$ cat src/rtl/chime_pkg.sv
// chime_pkg: shared state encoding, time constants and the strike-count helper
// for the hourly/half-hour chime.
// Optional feature macro: QUARTER_CHIME_EN (quarter-hour chimes, 4 lead-in strikes on the hour).
package chime_pkg;

   typedef enum logic [1:0] {
      ST_IDLE = 2'd0,
      ST_ON   = 2'd1,
      ST_OFF  = 2'd2
   } chime_state_t;

   localparam logic [5:0] HOURS_PER_DAY      = 6'd24;
   localparam logic [5:0] HOURS_PER_HALF_DAY = 6'd12;
   localparam logic [5:0] HALF_MIN           = 6'd30;
   localparam int         STRIKE_W           = 5;

`ifdef QUARTER_CHIME_EN
   localparam logic [5:0] QUARTER_MIN        = 6'd15;
   localparam logic [5:0] THREE_QUARTER_MIN  = 6'd45;
   localparam logic [STRIKE_W-1:0] MAX_STRIKES     = 5'd16;
   localparam logic [STRIKE_W-1:0] LEAD_IN_STRIKES = 5'd4;
   localparam logic [STRIKE_W-1:0] HALF_STRIKES    = 5'd2;
`else
   localparam logic [STRIKE_W-1:0] MAX_STRIKES     = 5'd12;
   localparam logic [STRIKE_W-1:0] LEAD_IN_STRIKES = 5'd0;
   localparam logic [STRIKE_W-1:0] HALF_STRIKES    = 5'd1;
`endif

   // Number of strikes for a chime boundary; 0 means "no burst".
   // Assumes second==0 has already been decoded by the caller.
   function automatic logic [STRIKE_W-1:0] strike_count(input logic [5:0] hour,
                                                         input logic [5:0] minute,
                                                         input logic       half_ok);
      logic [STRIKE_W-1:0] n;
      logic [STRIKE_W-1:0] h12;
      n   = 5'd0;
      h12 = 5'd0;
      if (hour >= HOURS_PER_DAY) begin
         n = 5'd0;
      end else if (minute == 6'd0) begin
         if (hour == 6'd0) begin
            h12 = 5'd12;
         end else if (hour > HOURS_PER_HALF_DAY) begin
            h12 = 5'(hour - HOURS_PER_HALF_DAY);
         end else begin
            h12 = hour[4:0];
         end
         n = h12 + LEAD_IN_STRIKES;
      end else if (minute == HALF_MIN) begin
         n = half_ok ? HALF_STRIKES : 5'd0;
`ifdef QUARTER_CHIME_EN
      end else if (minute == QUARTER_MIN) begin
         n = 5'd1;
      end else if (minute == THREE_QUARTER_MIN) begin
         n = 5'd3;
`endif
      end else begin
         n = 5'd0;
      end
      return (n > MAX_STRIKES) ? MAX_STRIKES : n;
   endfunction

endpackage

$ cat src/rtl/chime_trigger_det.sv
// chime_trigger_det: decodes chime boundaries, detects the rising edge of a
// match, applies enable and quiet-window suppression and supplies the strike count.
// Optional feature macro: QUARTER_CHIME_EN (also matches :15/:30/:45, half_en ignored).
module chime_trigger_det
   import chime_pkg::*;
#(
   parameter int QUIET_START = 22,
   parameter int QUIET_END   = 7,
   parameter int CNT_W       = 4
) (
   input  logic             clk_1Hz,
   input  logic             rst_n,
   input  logic [5:0]       hour,
   input  logic [5:0]       minute,
   input  logic [5:0]       second,
   input  logic             chime_en,
   input  logic             half_en,
   output logic             trig,
   output logic [CNT_W-1:0] strike_n
);

   localparam logic [5:0] Q_START = 6'(QUIET_START);
   localparam logic [5:0] Q_END   = 6'(QUIET_END);

   logic                half_ok_s;
   logic                match_s;
   logic                match_r;
   logic                quiet_s;
   logic [STRIKE_W-1:0] count_s;

`ifdef QUARTER_CHIME_EN
   // The :30 chime always sounds (2 strikes) when quarter chimes are on.
   logic unused_half_s;
   assign unused_half_s = half_en;
   assign half_ok_s     = 1'b1;
`else
   assign half_ok_s     = half_en;
`endif

   // Decode whether the current time sits on a chime boundary.
   always_comb begin
      match_s = 1'b0;
      if (second != 6'd0) begin
         match_s = 1'b0;
      end else if (minute == 6'd0) begin
         match_s = 1'b1;
      end else if (minute == HALF_MIN) begin
         match_s = half_ok_s;
`ifdef QUARTER_CHIME_EN
      end else if ((minute == QUARTER_MIN) || (minute == THREE_QUARTER_MIN)) begin
         match_s = 1'b1;
`endif
      end else begin
         match_s = 1'b0;
      end
   end

   // Remember last cycle's match so a held boundary time only triggers once.
   always_ff @(posedge clk_1Hz or negedge rst_n) begin
      if (!rst_n) begin
         match_r <= 1'b0;
      end else begin
         match_r <= match_s;
      end
   end

   // Quiet window check; the window wraps midnight when START > END.
   always_comb begin
      quiet_s = 1'b0;
      if (Q_START == Q_END) begin
         quiet_s = 1'b0;
      end else if (Q_START < Q_END) begin
         quiet_s = (hour >= Q_START) && (hour < Q_END);
      end else begin
         quiet_s = (hour >= Q_START) || (hour < Q_END);
      end
   end

   // Strike count and the accepted-trigger strobe for this cycle.
   always_comb begin
      count_s  = strike_count(hour, minute, half_ok_s);
      strike_n = CNT_W'(count_s);
      trig     = match_s & ~match_r & chime_en & ~quiet_s &
                 (count_s != {STRIKE_W{1'b0}});
   end

endmodule

$ cat src/rtl/chime_sequencer.sv
// chime_sequencer: hourly/half-hour chime generator. Holds the strike FSM,
// the tick and strike counters and all registered outputs; trigger decode lives
// in chime_trigger_det.
// Optional feature macro: QUARTER_CHIME_EN (quarter chimes; needs CNT_W >= 5).
module chime_sequencer
   import chime_pkg::*;
#(
   parameter int ON_TICKS    = 1,
   parameter int OFF_TICKS   = 1,
   parameter int QUIET_START = 22,
   parameter int QUIET_END   = 7,
   parameter int CNT_W       = 4
) (
   input  logic             clk_1Hz,
   input  logic             rst_n,
   input  logic [5:0]       hour,
   input  logic [5:0]       minute,
   input  logic [5:0]       second,
   input  logic             chime_en,
   input  logic             half_en,
   output logic             LED,
   output logic             busy,
   output logic             done,
   output logic [CNT_W-1:0] strikes_left,
   output logic             missed
);

   localparam int TICK_MAX = (ON_TICKS > OFF_TICKS) ? ON_TICKS : OFF_TICKS;
   localparam int TICK_W   = $clog2(TICK_MAX) + 1;

   localparam logic [TICK_W-1:0] TICK_ZERO = {TICK_W{1'b0}};
   localparam logic [TICK_W-1:0] TICK_ONE  = TICK_W'(1);
   localparam logic [TICK_W-1:0] ON_LOAD   = TICK_W'(ON_TICKS - 1);
   localparam logic [TICK_W-1:0] OFF_LOAD  = TICK_W'(OFF_TICKS - 1);
   localparam logic [CNT_W-1:0]  CNT_ZERO  = {CNT_W{1'b0}};
   localparam logic [CNT_W-1:0]  CNT_ONE   = CNT_W'(1);

   chime_state_t      state_r;
   logic [TICK_W-1:0] tick_r;
   logic              trig_s;
   logic [CNT_W-1:0]  strike_n_s;

   chime_trigger_det #(
      .QUIET_START (QUIET_START),
      .QUIET_END   (QUIET_END),
      .CNT_W       (CNT_W)
   ) u_trig (
      .clk_1Hz  (clk_1Hz),
      .rst_n    (rst_n),
      .hour     (hour),
      .minute   (minute),
      .second   (second),
      .chime_en (chime_en),
      .half_en  (half_en),
      .trig     (trig_s),
      .strike_n (strike_n_s)
   );

   // Strike FSM: IDLE -> ON -> OFF -> ON ... -> IDLE, all outputs registered.
   always_ff @(posedge clk_1Hz or negedge rst_n) begin
      if (!rst_n) begin
         state_r      <= ST_IDLE;
         tick_r       <= TICK_ZERO;
         LED          <= 1'b0;
         busy         <= 1'b0;
         done         <= 1'b0;
         missed       <= 1'b0;
         strikes_left <= CNT_ZERO;
      end else begin
         done   <= 1'b0;
         missed <= 1'b0;
         case (state_r)
            ST_IDLE: begin
               if (trig_s) begin
                  state_r      <= ST_ON;
                  tick_r       <= ON_LOAD;
                  LED          <= 1'b1;
                  busy         <= 1'b1;
                  strikes_left <= strike_n_s;
               end else begin
                  tick_r       <= TICK_ZERO;
                  LED          <= 1'b0;
                  busy         <= 1'b0;
                  strikes_left <= CNT_ZERO;
               end
            end
            ST_ON: begin
               // A trigger during a burst is dropped but reported.
               missed <= trig_s;
               if (tick_r == TICK_ZERO) begin
                  state_r <= ST_OFF;
                  tick_r  <= OFF_LOAD;
                  LED     <= 1'b0;
               end else begin
                  tick_r  <= tick_r - TICK_ONE;
               end
            end
            ST_OFF: begin
               missed <= trig_s;
               if (tick_r == TICK_ZERO) begin
                  if (strikes_left == CNT_ONE) begin
                     state_r      <= ST_IDLE;
                     tick_r       <= TICK_ZERO;
                     busy         <= 1'b0;
                     done         <= 1'b1;
                     strikes_left <= CNT_ZERO;
                  end else begin
                     state_r      <= ST_ON;
                     tick_r       <= ON_LOAD;
                     LED          <= 1'b1;
                     strikes_left <= strikes_left - CNT_ONE;
                  end
               end else begin
                  tick_r <= tick_r - TICK_ONE;
               end
            end
            default: begin
               state_r      <= ST_IDLE;
               tick_r       <= TICK_ZERO;
               LED          <= 1'b0;
               busy         <= 1'b0;
               strikes_left <= CNT_ZERO;
            end
         endcase
      end
   end

endmodule

$ cat config.mk
export PLATFORM = sky130hd
export DESIGN_NAME = chime_sequencer
export DESIGN_NICKNAME = d
export VERILOG_FILES = /design/src/rtl/chime_pkg.sv /design/src/rtl/chime_trigger_det.sv /design/src/rtl/chime_sequencer.sv
export SDC_FILE = /design/constraint.sdc
export NUM_CORES = 1
export LEC_CHECK = 0
export CAP_MARGIN = 30
export CORE_ASPECT_RATIO = 0.9
export CORE_UTILIZATION = 45
export CTS_CLUSTER_SIZE = 20
export DETAILED_ROUTE_END_ITERATION = 10
export PLACE_DENSITY_LB_ADDON = 0.1
export SKIP_CTS_REPAIR_TIMING = 1
export SLEW_MARGIN = 20
export SYNTH_ARGS = -nofsm -noshare
export SYNTH_HDL_FRONTEND = slang
export SYNTH_HIERARCHICAL = 1
export SYNTH_SLANG_ARGS = --single-unit
$ cat constraint.sdc
create_clock -name clk_1Hz -period 1.6 [get_ports clk_1Hz]
set_input_delay 0.16 -clock clk_1Hz [delete_from_list [all_inputs] [get_ports clk_1Hz]]
set_output_delay 0.16 -clock clk_1Hz [all_outputs]
set_load 0.01 [all_outputs]
==> impl_metrics.toml <==
[clocking]
clock_tree_root = "sky130_fd_sc_hd__clkbuf_4"
cts_tree = "yes"
htree_levels = 1
ctsLongestPathBuffers = 2
cts_buffers = 3
clkLatencyLatePin_ns = 0.28
cts.reportedPaths.clkPinSlew_ns = 0.07
clock_sink_count = 11

[status]
violations = "setup timing"
result_of_the_run = "finished, violations left"

[power_and_ir_drop]
worst_ir_drop_vdd_v = 0.000474
cellLeakagePower_nw = 0.752
post-layout-total-power_uw = 637
clock_power_share = 0.318
cellInternalPower_uw = 461
power_frac_seq = 0.436
combinationalPowerShare = 0.246
switchingPower_uw = 176
power_density_nw_per_um2 = 410
swShare = 0.276

[floorplanning]
floorplan.die_area_sq_um = 2280
start_util = 0.487
coreArea_sq_um = 1930
die_h_um = 45.4
design.portCount = 30
dieWidth_um = 50.2
core.rowCount = 15

[route]
detail_route.vias_per_cell = 5.51
detailedRoute.firstPassIterationCount = 4
drt_wirelength_mm = 2.87
routed_wire_length_per_instance_um = 15.0
vias = 1053
route.antenna.remaining_nets = 0
drt-initial-drc-count = 16
drc = 0

[timing]
max_freq_mhz = 598
clk_skew_ns = 0.00231
final.setup.worst_slack_ns = -0.0711
slew_violations = 0
worstMarginPinSlew_ns = 0.527
hold_ws_ns = 0.220
min_period_ns = 1.67
period_utilisation_layout = 1.04
worst_slew_margin_rel = 0.648
rsz0062_at_grt = "yes"
setup-violations-final = 5
timing_hold_violations_final = 0

[final_layout]
final_cell_area_sq_um = 1550
filler_cell_count = 125
layout_cell_share_with_drive_strength_beyond_1 = 0.361
layout-area-overhead-vs-synth_pct = 64.9
antennaDiodeCount = 0
finalNetCount = 199
finish.cell_count_without_fillers = 191

[synthesis]
synth_largest_area_cell = "sky130_fd_sc_hd__dfrtp_1"
yosys_warnings = 6
synth.lib_cells_used.distinct = 39
ys_ff_latch = 11
synth_ff_type = "sky130_fd_sc_hd__dfrtp_1"
commonest_cells_in_the_synthesized_netlist = "sky130_fd_sc_hd__dfrtp_1, sky130_fd_sc_hd__inv_1, sky130_fd_sc_hd__ha_1, sky130_fd_sc_hd__nor2_1, sky130_fd_sc_hd__nand2_1"
postSynthNetCount = 142
synthArstFlopShare = 1.00
number_of_standard_cells_after_synthesis = 110
avg_inst_size_synth_sq_um = 8.55
ys_seq_area_frac = 0.293
synth.area.top_cells = "sky130_fd_sc_hd__dfrtp_1, sky130_fd_sc_hd__ha_1, sky130_fd_sc_hd__inv_1"
yosysTopAreaCellShare = 0.293
synth_enable_flop_cells = 0
synth.cell_area_sq_um = 941

[worst_setup_path]
worst-r2r-cell-count = 5
critical_path_startpoint_category = "input port"
critPathLaunch = "second[3]"
worst-setup-path-type = "in2reg"
critical_path.reg2reg.startpoint = "strikes_left[1]$_DFFE_PN0P_"
required_ns = 1.80
rrSetupSlack_ns = 0.03
rr_endpoint = "busy$_DFFE_PN0P_"
end_kind = "flip-flop"
worst_setup_path_endpoint = "LED$_DFFE_PN0N_"
worst-path-max-fanout = 8
critical_path_arrival_ns = 1.87

[job]
drv_cap = 0

[placement]
placement.cell_area_sq_um = 1430
place.detailed.hpwl_mm = 2.03
io_buffer_count = 29
gpl.final_weighted_congestion = 0.852
placedCellCount = 183

[global_route]
first_global_vias = 960
globalRouteTotalUtil = 0.258
grt_start_max_net_pins = 12
overall_overflow_remaining_after_global_route = 0
grt_antenna_before_repair = 0
grt_pass1_wl_mm = 4.19

[worst_hold_path]
worst_hold_path_type = "in2async"
## cell families (layout without fill, tap and decap cells)
group | after synthesis | count (layout) | share of synthesized area
simple gates | 40 | 40 | 0.231
compound gates | 31 | 31 | 0.239
buf+inv | 14 | 70 | 0.0598
flops | 11 | 11 | 0.293
fa+ha+maj | 10 | 10 | 0.133
mux | 4 | 4 | 0.0439
## worst min path at each step
stage                          start                           to  slack [ns]  cells past startpoint
floorplan                      rst_n              LED$_DFFE_PN0N_       -0.14                      0
global placement     LED$_DFFE_PN0N_              LED$_DFFE_PN0N_        0.50                      2
detailed placement  busy$_DFFE_PN0P_             busy$_DFFE_PN0P_        0.52                      2
CTS                            rst_n              LED$_DFFE_PN0N_        0.24                      1
global route               second[0]     u_trig/match_r$_DFF_PN0_        0.26                      4
finish                         rst_n  strikes_left[1]$_DFFE_PN0P_        0.22                      1
## power groups by stage
stage	clock, mW	sequential (mW)	combinational (mW)
2_1_floorplan	0	0.283	0.0383
3_3_place_gp	0	0.283	0.145
3_5_place_dp	0	0.283	0.149
4_1_cts	0.212	0.278	0.150
5_1_grt	0.218	0.278	0.169
6_report	0.203	0.278	0.156
## critical path, cell delays in order
cell,delay [ns]
sky130_fd_sc_hd__dlymetal6s2s_1,0.13
sky130_fd_sc_hd__or4_4,0.49
sky130_fd_sc_hd__a2111oi_4,0.23
sky130_fd_sc_hd__nand4_1,0.22
sky130_fd_sc_hd__a21oi_4,0.28
sky130_fd_sc_hd__nand2_2,0.09
sky130_fd_sc_hd__buf_4,0.15
sky130_fd_sc_hd__o21ai_1,0.14
## placed cells by master (no fill, tap or decap), types with 2 or more instances in the layout
cell	n
sky130_fd_sc_hd__nand4_1	2
sky130_fd_sc_hd__mux2i_1	3
sky130_fd_sc_hd__buf_4	27
sky130_fd_sc_hd__nor2_2	2
sky130_fd_sc_hd__a21o_1	2
sky130_fd_sc_hd__dfrtp_1	11
sky130_fd_sc_hd__nor2b_1	2
sky130_fd_sc_hd__and2_1	3
sky130_fd_sc_hd__inv_1	10
sky130_fd_sc_hd__nor3_1	3
sky130_fd_sc_hd__a21oi_2	3
sky130_fd_sc_hd__dlymetal6s2s_1	9
sky130_fd_sc_hd__a21oi_1	3
sky130_fd_sc_hd__a31oi_1	2
sky130_fd_sc_hd__o21ai_2	2
sky130_fd_sc_hd__o21ai_0	3
sky130_fd_sc_hd__nand3_1	4
sky130_fd_sc_hd__o21ai_1	3
sky130_fd_sc_hd__nor2_1	6
sky130_fd_sc_hd__clkbuf_2	4
sky130_fd_sc_hd__buf_6	3
sky130_fd_sc_hd__clkbuf_4	3
sky130_fd_sc_hd__clkdlybuf4s50_1	12
sky130_fd_sc_hd__ha_1	10
sky130_fd_sc_hd__nand2_2	2
sky130_fd_sc_hd__nand2_1	7
## state kept, by name, indices dropped and copies added, names as in the netlist
name            count
state_r             2
strikes_left        4
done                1
LED                 1
missed              1
busy                1
u_trig/match_r      1
## per-stage QoR
stage / setup slack [ns] / TNS (ns) / util
3_3_place_gp: -0.840 / -7.12 / 0.739
5_1_grt: -0.174 / -0.938 / 0.803
4_1_cts: -0.759 / -5.80 / 0.753
3_5_place_dp: -1.02 / -8.14 / 0.739
2_1_floorplan: -0.0736 / -0.0736 / -
6_report: -0.0711 / -0.260 / 0.803
## cell type report
cell class | count | area, sq um | share of cell area
clock buffers | 4 | 26.3 | 0.0169
multi-input cells | 85 | 688 | 0.444
repair buffers | 55 | 489 | 0.315
flip-flops and latches | 11 | 275 | 0.177
well taps | 25 | 31.3 | 0.0202
inverters | 11 | 41.3 | 0.0266
## layer usage
layer | share of wire | GRT usage
met2 | 0.51 | 0.453
met3 | 0.036 | 0.0667
met4 | 0.017 | 0.131
met1 | 0.44 | 0.293
met5 | 0 | 0
Note: power is estimated with default switching activity, not from simulation.
